## src/rtl/mem_stage_access_ctrl_pkg.sv

```systemverilog
// Shared definitions for the MEM-stage access controller: FSM states,
// alignment mask, bus widths and the MEM/WB register layout.
package mem_stage_access_ctrl_pkg;

    localparam int DATA_W = 32;
    localparam int REG_W  = 5;

    // Word accesses only: any set bit under this mask means misaligned.
    localparam logic [1:0] MISALIGN_MASK = 2'b11;

    typedef enum logic {
        ST_IDLE = 1'b0,
        ST_RESP = 1'b1
    } mem_state_e;

    typedef struct packed {
        logic [REG_W-1:0]  rd;
        logic              reg_write;
        logic              mem_to_reg;
        logic [DATA_W-1:0] alu_out;
        logic [DATA_W-1:0] read_data;
    } mem_wb_t;

    function automatic logic is_misaligned(input logic [DATA_W-1:0] addr);
        return (addr[1:0] & MISALIGN_MASK) != 2'b00;
    endfunction

endpackage

```

## src/rtl/mem_stage_access_ctrl_mem_wb_reg.sv

```systemverilog
// MEM/WB pipeline register. A load captures a full new entry; a bubble
// only clears the write-back enable so the remaining fields hold.
module mem_wb_reg
    import mem_stage_access_ctrl_pkg::*;
(
    input  logic    clk,
    input  logic    rst,
    input  logic    load,
    input  logic    bubble,
    input  mem_wb_t wb_in,
    output mem_wb_t wb_out
);

    mem_wb_t wb_q;
    mem_wb_t wb_d;

    // Next entry: new capture wins over bubble; otherwise hold.
    always_comb begin
        wb_d = wb_q;
        if (load) begin
            wb_d = wb_in;
        end else if (bubble) begin
            wb_d.reg_write = 1'b0;
        end
    end

    // Register with asynchronous clear.
    always_ff @(posedge clk or posedge rst) begin
        if (rst) begin
            wb_q <= '0;
        end else begin
            wb_q <= wb_d;
        end
    end

    assign wb_out = wb_q;

endmodule

```

## src/rtl/mem_stage_access_ctrl.sv

```systemverilog
// MEM stage of the 5-stage core: issues EX/MEM loads/stores on a
// valid/ready data bus, stalls the front of the pipe until the access
// completes or times out, resolves the branch and feeds MEM/WB.
module mem_stage_access_ctrl
    import mem_stage_access_ctrl_pkg::*;
#(
    parameter int ADDR_W         = 32,
    parameter int TIMEOUT_CYCLES = 255
)
(
    input  logic              clk,
    input  logic              reset,
    input  logic [4:0]        RD_MEM,
    input  logic              RegWrite_MEM,
    input  logic              MemtoReg_MEM,
    input  logic              MemRead_MEM,
    input  logic              MemWrite_MEM,
    input  logic              Branch_MEM,
    input  logic              Zero_MEM,
    input  logic [31:0]       ALU_OUT_MEM,
    input  logic [31:0]       PC_Branch_MEM,
    input  logic [31:0]       REG_DATA2_MEM_FINAL,
    output logic              dmem_req_valid,
    input  logic              dmem_req_ready,
    output logic              dmem_we,
    output logic [ADDR_W-1:0] dmem_addr,
    output logic [31:0]       dmem_wdata,
    input  logic              dmem_resp_valid,
    input  logic [31:0]       dmem_rdata,
    output logic              Stall_MEM,
    output logic              PCSrc,
    output logic [31:0]       PC_Branch_OUT,
    output logic [4:0]        RD_WB,
    output logic              RegWrite_WB,
    output logic              MemtoReg_WB,
    output logic [31:0]       ALU_OUT_WB,
    output logic [31:0]       READ_DATA_WB,
    output logic              misalign_err,
    output logic              timeout_err
);

    localparam int CNT_W = $clog2(TIMEOUT_CYCLES + 1);
    localparam logic [CNT_W-1:0] CNT_LIMIT = CNT_W'(TIMEOUT_CYCLES);

    mem_state_e       state_q, state_d;
    logic [CNT_W-1:0] wait_cnt_q, wait_cnt_d;

    logic    access;
    logic    is_store;
    logic    misaligned;
    logic    at_limit;
    logic    req_valid;
    logic    stall;
    logic    mis_err;
    logic    to_err;
    logic    wb_load;
    logic    wb_bubble;
    logic    take_rdata;
    mem_wb_t wb_capture;
    mem_wb_t wb_q;

    assign access     = MemRead_MEM | MemWrite_MEM;
    assign is_store   = MemWrite_MEM;
    assign misaligned = access & is_misaligned(ALU_OUT_MEM);
    assign at_limit   = (wait_cnt_q == CNT_LIMIT);

    // Access sequencing: decide request, stall, MEM/WB action and next state.
    always_comb begin
        state_d    = state_q;
        req_valid  = 1'b0;
        stall      = 1'b0;
        mis_err    = 1'b0;
        to_err     = 1'b0;
        wb_load    = 1'b0;
        wb_bubble  = 1'b0;
        take_rdata = 1'b0;
        unique case (state_q)
            ST_IDLE: begin
                if (!access) begin
                    wb_load = 1'b1;
                end else if (misaligned) begin
                    mis_err = 1'b1;
                    wb_load = 1'b1;
                end else begin
                    req_valid = 1'b1;
                    if (is_store && dmem_req_ready) begin
                        wb_load = 1'b1;
                    end else if (at_limit) begin
                        // Abort wins over a load handshake in the same
                        // cycle; its eventual response is ignored in IDLE.
                        to_err    = 1'b1;
                        wb_bubble = 1'b1;
                    end else begin
                        stall     = 1'b1;
                        wb_bubble = 1'b1;
                        if (!is_store && dmem_req_ready) begin
                            state_d = ST_RESP;
                        end
                    end
                end
            end
            ST_RESP: begin
                if (dmem_resp_valid) begin
                    wb_load    = 1'b1;
                    take_rdata = 1'b1;
                    state_d    = ST_IDLE;
                end else if (at_limit) begin
                    to_err    = 1'b1;
                    wb_bubble = 1'b1;
                    state_d   = ST_IDLE;
                end else begin
                    stall     = 1'b1;
                    wb_bubble = 1'b1;
                end
            end
            default: begin
                state_d = ST_IDLE;
            end
        endcase
    end

    // Wait counter: counts stalled cycles, saturates, clears otherwise.
    always_comb begin
        wait_cnt_d = '0;
        if (stall) begin
            wait_cnt_d = at_limit ? wait_cnt_q : wait_cnt_q + 1'b1;
        end
    end

    // State and wait counter registers.
    always_ff @(posedge clk or posedge reset) begin
        if (reset) begin
            state_q    <= ST_IDLE;
            wait_cnt_q <= '0;
        end else begin
            state_q    <= state_d;
            wait_cnt_q <= wait_cnt_d;
        end
    end

    // Entry presented to MEM/WB; write-back suppressed for misaligned access.
    always_comb begin
        wb_capture.rd         = RD_MEM;
        wb_capture.reg_write  = RegWrite_MEM & ~misaligned;
        wb_capture.mem_to_reg = MemtoReg_MEM;
        wb_capture.alu_out    = ALU_OUT_MEM;
        wb_capture.read_data  = take_rdata ? dmem_rdata : wb_q.read_data;
    end

    mem_wb_reg u_mem_wb_reg (
        .clk    (clk),
        .rst    (reset),
        .load   (wb_load),
        .bubble (wb_bubble),
        .wb_in  (wb_capture),
        .wb_out (wb_q)
    );

    // Everything combinational is forced quiet while reset is held, so a
    // request in flight disappears the moment reset rises.
    assign dmem_req_valid = req_valid & ~reset;
    assign dmem_we        = is_store & ~reset;
    assign dmem_addr      = reset ? '0 : ALU_OUT_MEM[ADDR_W-1:0];
    assign dmem_wdata     = reset ? '0 : REG_DATA2_MEM_FINAL;
    assign Stall_MEM      = stall & ~reset;
    assign misalign_err   = mis_err & ~reset;
    assign timeout_err    = to_err & ~reset;
    assign PCSrc          = Branch_MEM & Zero_MEM & ~stall & ~reset;
    assign PC_Branch_OUT  = reset ? '0 : PC_Branch_MEM;

    assign RD_WB        = wb_q.rd;
    assign RegWrite_WB  = wb_q.reg_write;
    assign MemtoReg_WB  = wb_q.mem_to_reg;
    assign ALU_OUT_WB   = wb_q.alu_out;
    assign READ_DATA_WB = wb_q.read_data;

endmodule

```

## config.mk

```make
export PLATFORM = sky130hd
export DESIGN_NAME = mem_stage_access_ctrl
export DESIGN_NICKNAME = d
export VERILOG_FILES = /design/src/rtl/mem_stage_access_ctrl_pkg.sv /design/src/rtl/mem_stage_access_ctrl_mem_wb_reg.sv /design/src/rtl/mem_stage_access_ctrl.sv
export SDC_FILE = /design/constraint.sdc
export NUM_CORES = 1
export LEC_CHECK = 0
export BUFFER_PORTS_ARGS = -buffer_cell sky130_fd_sc_hd__buf_4
export CORE_AREA = 3 3 120 122
export CTS_CLUSTER_DIAMETER = 40
export DETAILED_ROUTE_END_ITERATION = 12
export DIE_AREA = 0 0 123 125
export RECOVER_POWER = 100
export SLEW_MARGIN = 20
export SYNTH_ARGS = -nofsm -noshare
export SYNTH_HDL_FRONTEND = slang
export SYNTH_SLANG_ARGS = --single-unit
```

## constraint.sdc

```tcl
create_clock -name clk -period 8.65 [get_ports clk]
set_input_delay 2.595 -clock clk [delete_from_list [all_inputs] [get_ports clk]]
set_output_delay 2.595 -clock clk [all_outputs]
set_load 0.01 [all_outputs]
```

# --- Word-level counts from Yosys, hierarchy flattened ---
# Index checks and enable logic that the tools add are counted.
classes:
  n_addsub: 1
  multipliers: 0
  div_mod_pow: 0
  order_cmp: 0
  eq_ne: 2
  n_shift: 0
  mux: 42
  bitwise: 15
  n_reduce_logical: 6
op_table:
  columns: ["cell", "count"]
  rows:
  - ["$mux 32", 3]
  - ["$mux 1", 32]
  - ["$mux 8", 2]
  - ["$and 1x1->1", 10]
  - ["$pmux 1 s2", 5]
  - ["$add 8x1->8 const B", 1]
  - ["$eq 8x8->1 const B", 1]
  - ["$not 1->1", 4]
  - ["$reduce_bool 2->1", 2]
  - ["$logic_and 1x1->1", 2]
  - ["$ne 2x2->1 const B", 1]
  - ["$reduce_and 2->1", 1]
  - ["$logic_not 1->1", 1]
  - ["$or 1x1->1", 1]
word_totals:
  register_bits: 80
  latchBits: 0
  mem_bits_rw: 0
  rom_bits: 0
  input_bits: 143
  out_inout_bits: 173
  elab_cells: 73
  memories: 0

# --- Logic depth before layout (Yosys ltp) ---
# Gate-level depths: netlist (run 1).
logic_depth:
  word_depth: 9
  depth_mapped: 5
  mapped_depth_nobuf: 4

# --- By module ---
# From an unflattened synthesis (run 1), not the netlist that was laid out.
hier_totals:
  cells_unflattened: 352
  hier_area_um2: 4526.8
by_module_without_submodules:
  columns: ["mod", "n_inst", "cells_per_inst", "area_each_um2"]
  rows:
  - ["mem_wb_reg", 1, 152, 2987.9]
  - ["mem_stage_access_ctrl", 1, 200, 1539.0]

# --- Worst setup path after synthesis (run 1) ---
# Ideal clock, no wire load.
synth_path:
  path_type: "input to output"
  startpoint: "in reset"
  endpoint: "out dmem_req_valid"
  arrival_ns: 5.207
  required_time_ns: 6.055
  setup_slack_ns: 0.848
  stages: 4
  path_buffers: 2
  path_cell_list: "clkbuf_1 > clkbuf_1 > inv_1 > and3_2"
synth_via:
  elab_chain_len: 2
synth_lines:
  columns: ["item", "line_no", "text"]
  rows:
  - ["start, declared", "mem_stage_access_ctrl.sv:12", "input logic reset,"]
  - ["$not 1->1", "mem_stage_access_ctrl.sv:161", "assign dmem_req_valid = req_valid & ~reset;"]
  - ["$and 1x1->1", "mem_stage_access_ctrl.sv:161", null]
  - ["end, declared", "mem_stage_access_ctrl.sv:23", "output logic dmem_req_valid,"]
# No other way between the ends.

# --- Worst setup path in the final report (run 1) ---
layout_path:
  startpoint: "in reset"
  endpoint: "out dmem_wdata[13]"
layout_via:
  elab_chain_len: 1
layout_lines:
  columns: ["item", "line_no", "text"]
  rows:
  - ["$mux 32", "mem_stage_access_ctrl.sv:164", "assign dmem_wdata = reset ? '0 : REG_DATA2_MEM_FINAL;"]
  - ["end, declared", "mem_stage_access_ctrl.sv:27", "output logic [31:0] dmem_wdata,"]
# No other way between the ends.

==> results of run 1 <==
==> per-stage QoR <==
| step | setup slack, ns | instance area, sq um | util, % | total power [uW] | hold WS [ns] |
|---|---|---|---|---|---|
| floorplan | 0.8481 | 3874 | - | 633.0 | 0.4648 |
| global placement | 2.159 | 6381 | 48.00 | 846.6 | 0.4826 |
| detailed placement | 2.118 | 6381 | 48.00 | 853.3 | 0.4935 |
| CTS | 2.123 | 6690 | 50.32 | 1259 | 0.5073 |
| global route | 1.278 | 5936 | 44.65 | 1218 | 0.5004 |
| finish | 1.539 | 5936 | 44.65 | 1155 | 0.4842 |
==> Yosys cell counts, types with 2 or more instances <==
library cell	number
buf_12	2
nor3_1	4
nor2_1	5
dfrtp_1	80
mux2_2	51
mux2_4	19
inv_1	4
buf_6	2
nand2_1	3
buf_2	4
clkbuf_1	10
o21ai_0	3
nand3_1	3
a211oi_1	2
xnor2_1	2
or3_1	3
nor2b_1	96
and3_1	2
==> critical path: cells and delay by family <==
family / cells / cell delay [ns]
buf+inv: 3 / 1.71
simple gates: 1 / 0.19
==> power by group through the flow <==
| stage | Clock, uW | Sequential, uW | Combinational, uW |
|---|---|---|---|
| finish | 399 | 473 | 283 |
| global route | 427 | 481 | 310 |
| CTS | 410 | 476 | 373 |
| detailed placement | 0 | 481 | 372 |
| global placement | 0 | 478 | 368 |
| floorplan | 0 | 509 | 124 |
==> flip-flops by register name, summed over array words and instances, names as in the netlist <==
| signal | flops |
|---|---|
| u_mem_wb_reg.wb_out | 71 |
| state_q | 1 |
| wait_cnt_q | 8 |
==> cell type report <==
type	instances	area, sq um
clock buffers	10	239.0
well taps	176	220.2
flip-flops and latches	80	2002
inverters	4	16.27
clock inverters	4	70.07
fillers	1465	7360
repair buffers	321	1735
multi-input cells	207	1653
==> cells by family (layout without fill, tap and decap cells) <==
| family | Yosys count | in the layout | synth area share, % |
|---|---|---|---|
| and+or+nand+nor | 121 | 121 | 18.99 |
| DFF | 80 | 80 | 51.68 |
| muxes | 70 | 70 | 22.19 |
| buffers and inverters | 23 | 339 | 3.585 |
| AOI/OAI and AO/OA | 12 | 12 | 2.552 |
| xor gates and xnor gates | 3 | 3 | 0.6784 |
| adders and majority gates | 1 | 1 | 0.3229 |
==> final timing paths <==
kind	slack, ns	start	end
min in group asynchronous	2.52	reset	u_mem_wb_reg.wb_out[69]
worst max-delay path	1.54	reset	dmem_wdata[13]
max in group asynchronous	4.03	reset	u_mem_wb_reg.wb_out[33]
worst min register to register	0.48	u_mem_wb_reg.wb_out[44]	u_mem_wb_reg.wb_out[44]
worst min-delay path	0.48	u_mem_wb_reg.wb_out[44]	u_mem_wb_reg.wb_out[44]
worst max register to register	6.23	state_q	u_mem_wb_reg.wb_out[33]
==> layer usage <==
metal	wire [um]	GRT usage, %
met5	0	0
met3	1582	6.911
met1	4656	16.90
met2	7263	31.97
met4	295	6.189
==> run metrics, run 1 <==
biggest area consumer among synthesized cells=dfrtp_1; Fin. Hold Viols=0; Sw Share=27.66%; Clock Tree Buf Depth=2; Initial Utilization=29.14%; setup TNS=0 ns; Post-Syn Nets=454; worst path arrival time=4.52 ns; Worst Reg-to-Reg Cells=4; post-CTS setup buffer count=0; Die ar.=15380 sq um; ys flop type=dfrtp_1; Netlist cell types=33; first-pass GRT wire length=20.28 mm; Detailed Routing Iterations Pass 1=3; non-filler cells, final=802; Crit path largest cell delay=1.38 ns; mapped cell area=3874 sq um; skew final=0.005392 ns; critical path cell sequence=clkbuf_1 > clkbuf_2 > nor2b_1 > clkbuf_1; total track usage=17.20%; RSZ-0062 raised after global routing=no; ant diodes=0; top cells by area, synth=dfrtp_1, nor2b_1, mux2_2; width of the die=123 um; #FFs+latches synth=80; WP data required=6.06 ns; DR iter-0 viols=64; Synth-to-Final Area Change=53.23%; initial antenna violation count=0; CTS H-tree depth=3; GP Congestion=0.7485; endpoint type of the worst setup path=output port; most used cell, CP=clkbuf_1; Warnings, synthesis=0; crit path kind=input pin to output port; Vias/cell=4.395; WL per Instance=17.20 um; Die H=125 um; Routed WL=13.80 mm; Post-synth EDFFs=0; Post-Synthesis Cells=310; Worst Hold Depth=1; Root Driver=clkbuf_16; worst skew pair latency=0.33 ns; Pint=835.2 uW; syn_area_per_cell=12.50 sq um; antenna viol nets, final=0; cells resized by post-CTS repair=0; Peak Freq=140.6 MHz; final setup fails=0; dpl hpwl=11.00 mm; Rows=42; Comb power frac=24.5%; share of the synthesized area in the top cell type=51.68%; Hold Path Class=flop to flop; CP Max Fanout=99; Cells after DPL=788; most frequent cells in the layout=clkbuf_1, buf_4, nor2b_1, dfrtp_1, mux2_2; vias in the first global route=3737; max-slew violations=166; Post-synth ARST share=100.0%; Pleak=0.002611 uW; CTS tree=built; Final nets=767; PD cells=194.5 nW/um^2; failing checks=capacitance limit, slew limit; Max stage delay cell, worst path=clkbuf_2; I/O Buffers=315; grt ovf=0; Sink Count=80; core area=13300 sq um; Max-Cap Viols=3; Seq/Total Area, Yosys=51.68%; commonest non-fill, non-tap cell in the layout=clkbuf_1; Worst setup SP type=input pin; DRC violations left=0; worst rel slew slack=-27.30%; Clock power frac=34.6%; maximum VDD drop=0.1593 mV; CTS clk-pin slew, worst paths=0.06 ns; status=finished with violations; Net Sw Power=319.3 uW; # hold bufs at CTS=0; largest net degree at the start of global routing=100; min cycle time layout=7.111 ns; Final period util=82.20%; worst-margin pin slew=1.909 ns; Inserted Clock Buffers=9; IO Pins=316; DR vias=3525; Seq pwr share=40.9%; share of layout cells above drive strength 1=33.87%
(Power assumes the default switching activity.)
==> inputs of run 2 (changes only) <==
--- a/config.mk
+++ b/config.mk
@@ -5,11 +5,12 @@
 export SDC_FILE = /design/constraint.sdc
 export NUM_CORES = 1
 export LEC_CHECK = 0
+export ABC_AREA = 1
 export BUFFER_PORTS_ARGS = -buffer_cell sky130_fd_sc_hd__buf_4
-export CORE_AREA = 3 3 120 122
+export CORE_AREA = 3 3 121 123
 export CTS_CLUSTER_DIAMETER = 40
 export DETAILED_ROUTE_END_ITERATION = 12
-export DIE_AREA = 0 0 123 125
+export DIE_AREA = 0 0 124 126
 export RECOVER_POWER = 100
 export SLEW_MARGIN = 20
 export SYNTH_ARGS = -nofsm -noshare
==> constraint.sdc (replaced) <==
create_clock -name clk -period 6.79 [get_ports clk]
set_input_delay 2.037 -clock clk [delete_from_list [all_inputs] [get_ports clk]]
set_output_delay 2.037 -clock clk [all_outputs]
set_load 0.01 [all_outputs]
==> run metrics, run 2 <==
status=finished with violations; failing checks=capacitance limit, slew limit; min cycle time layout=5.809 ns; r2r endpoint=u_mem_wb_reg.wb_out[32]; width of the die=124 um; ys flop type=dfrtp_1; Rows=43; GP Congestion=0.7890; CTS tree=built; share of layout cells above drive strength 1=18.20%; IO Pins=316; placed cell area=6528 sq um; top-count cell post-synth=nand2_1; area occupied by multi-input gates=1465 sq um; RSZ-0062 raised after global routing=no; maximum VDD drop=0.1127 mV; worst-margin pin slew=2.526 ns; Post-Synth XOR/XNOR Area=0.6514%; Fin. Hold Viols=0; Seq/Total Area, Yosys=49.63%; grt ovf=0; Root Driver=clkbuf_16; Synth-to-Final Area Change=52.67%; commonest non-fill, non-tap cell in the layout=nand2_1; Routed WL=15.09 mm; Post-synth ARST share=100.0%; worst skew pair latency=0.33 ns; DR iter-0 viols=249; Critical path destination=Stall_MEM; Die H=126 um; Post-synth EDFFs=0; Peak Freq=172.2 MHz; Hold Path Class=flop to flop; Clock Tree Buf Depth=2; vias in the first global route=4206; post-CTS setup buffer count=0; Final nets=1029; worst rel slew slack=-68.43%; top cells by area, synth=dfrtp_1, nand2_1, inv_1; total power=1452 uW; antenna viol nets, final=0; mapped cell area=4034 sq um; crit path kind=input pin to output port; Critical Path Source=ALU_OUT_MEM[0]; Pleak=0.003491 uW; biggest area consumer among synthesized cells=dfrtp_1; Inserted Clock Buffers=9; Worst setup SP type=input pin; ant diodes=0; cells resized by post-CTS repair=0; Warnings, synthesis=0; Post-Synthesis Cells=584; CP Max Fanout=20; Vias/cell=4.161; final std cell area, no fill=6158 sq um; Die ar.=15620 sq um; largest net degree at the start of global routing=101; Post-Syn Nets=728; final setup fails=0; Hold WS=0.4604 ns; initial antenna violation count=0; FF-to-FF Start=state_q; #FFs+latches synth=80; core area=13770 sq um; FF-to-FF setup slack=4.03 ns; Detailed Routing Iterations Pass 1=4; Synth Area in Simple Gates=35.11%; Reg area=2002 sq um; most frequent cells in the layout=nand2_1, clkbuf_1, buf_4, nor2_1, inv_1; CTS H-tree depth=3; dpl hpwl=11.61 mm; first-pass GRT wire length=22.63 mm; Final period util=85.55%; DRC violations left=0; fill count=1618; top cells by count, synth=nand2_1, inv_1, nor2_1; WL per Instance=14.10 um; # hold bufs at CTS=0; endpoint type of the worst setup path=output port; total track usage=18.70%; max-slew violations=48; worst path arrival time=3.77 ns; WP data required=4.75 ns; Initial Utilization=29.29%; post-synthesis adder-cell area fraction=0.3102%; share of the synthesized area in the top cell type=49.63%; post-synthesis compound-gate area fraction=0.5583%; setup TNS=0 ns; skew final=0.006432 ns; I/O Buffers=315; DR vias=4452; mux share of post-synthesis cell area=0%; Max-Cap Viols=1; syn_area_per_cell=6.907 sq um; CTS clk-pin slew, worst paths=0.06 ns; Netlist cell types=23; Sink Count=80; PD cells=235.8 nW/um^2; Worst Reg-to-Reg Cells=5; largest family of logic cells by synthesized area=simple AND/OR/NAND/NOR gates; number of flip-flops in the largest register=71
## run 2: changes by cell type after synthesis, moves of 5 or more
cell	change
nor2b_1	-96
inv_1	+107
nand3_1	+41
nor2_1	+106
nand2_1	+187
mux2_2	-51
buf_1	+5
mux2_4	-19
## run 2: worst min path at each step
stage                        from       endpoint  slack (ns)  cells after the start
global placement    wait_cnt_q[0]  wait_cnt_q[0]        0.45                      1
floorplan           wait_cnt_q[0]  wait_cnt_q[0]        0.43                      1
global route        wait_cnt_q[0]  wait_cnt_q[0]        0.48                      1
finish              wait_cnt_q[0]  wait_cnt_q[0]        0.46                      1
detailed placement  wait_cnt_q[0]  wait_cnt_q[0]        0.46                      1
CTS                 wait_cnt_q[0]  wait_cnt_q[0]        0.47                      1
## run 2: layout make-up
cell class                      count  area share [%]
Clock inverter                      6           1.097
Timing Repair Buffer              320           28.28
Clock buffer                       10           3.881
Sequential cell                    80           32.51
Tap cell                          180           3.657
Inverter                          111           6.786
Multi-Input combinational cell    363           23.79
## run 2: power breakdown
group / internal (uW) / total [uW] / leakage [uW] / switching (uW)
logic: 143 / 359 / 0.00235 / 216
registers: 555 / 597 / 0.000994 / 41.9
clock network: 296 / 496 / 0.000145 / 200
## run 2: routing by layer
metal | GRT usage [%] | wire length (um) | part of all wire, %
met1 | 23.21 | 6174 | 41
met3 | 4.670 | 980 | 6.5
met2 | 31.88 | 7680 | 51
met5 | 0 | 0 | 0
met4 | 5.606 | 257 | 1.7
## run 2: worst max-delay path, stage by stage
cell,delay [ns]
clkbuf_1,0.11
nor2_1,0.18
nand3_1,0.10
nand2_1,0.52
nand3_1,0.46
nor2_1,0.19
clkbuf_1,0.17
## run 2: through the flow
| step | std cells | utilization, % | setup WS, ns |
|---|---|---|---|
| 2_1_floorplan | 584 | - | 0.5372 |
| 3_3_place_gp | 1054 | 47.39 | 1.452 |
| 3_5_place_dp | 1054 | 47.39 | 1.431 |
| 4_1_cts | 1070 | 49.62 | 1.432 |
| 5_1_grt | 1070 | 44.71 | 0.6609 |
| 6_report | 1070 | 44.71 | 0.9813 |
## run 2: logic make-up after synthesis
kind of cell	after synthesis
AND/OR/NAND/NOR	355
XOR/XNOR	3
flip-flops	80
buffers and inverters	141
AO/OA/AOI/OAI	4
adder cells (fa/ha/maj)	1
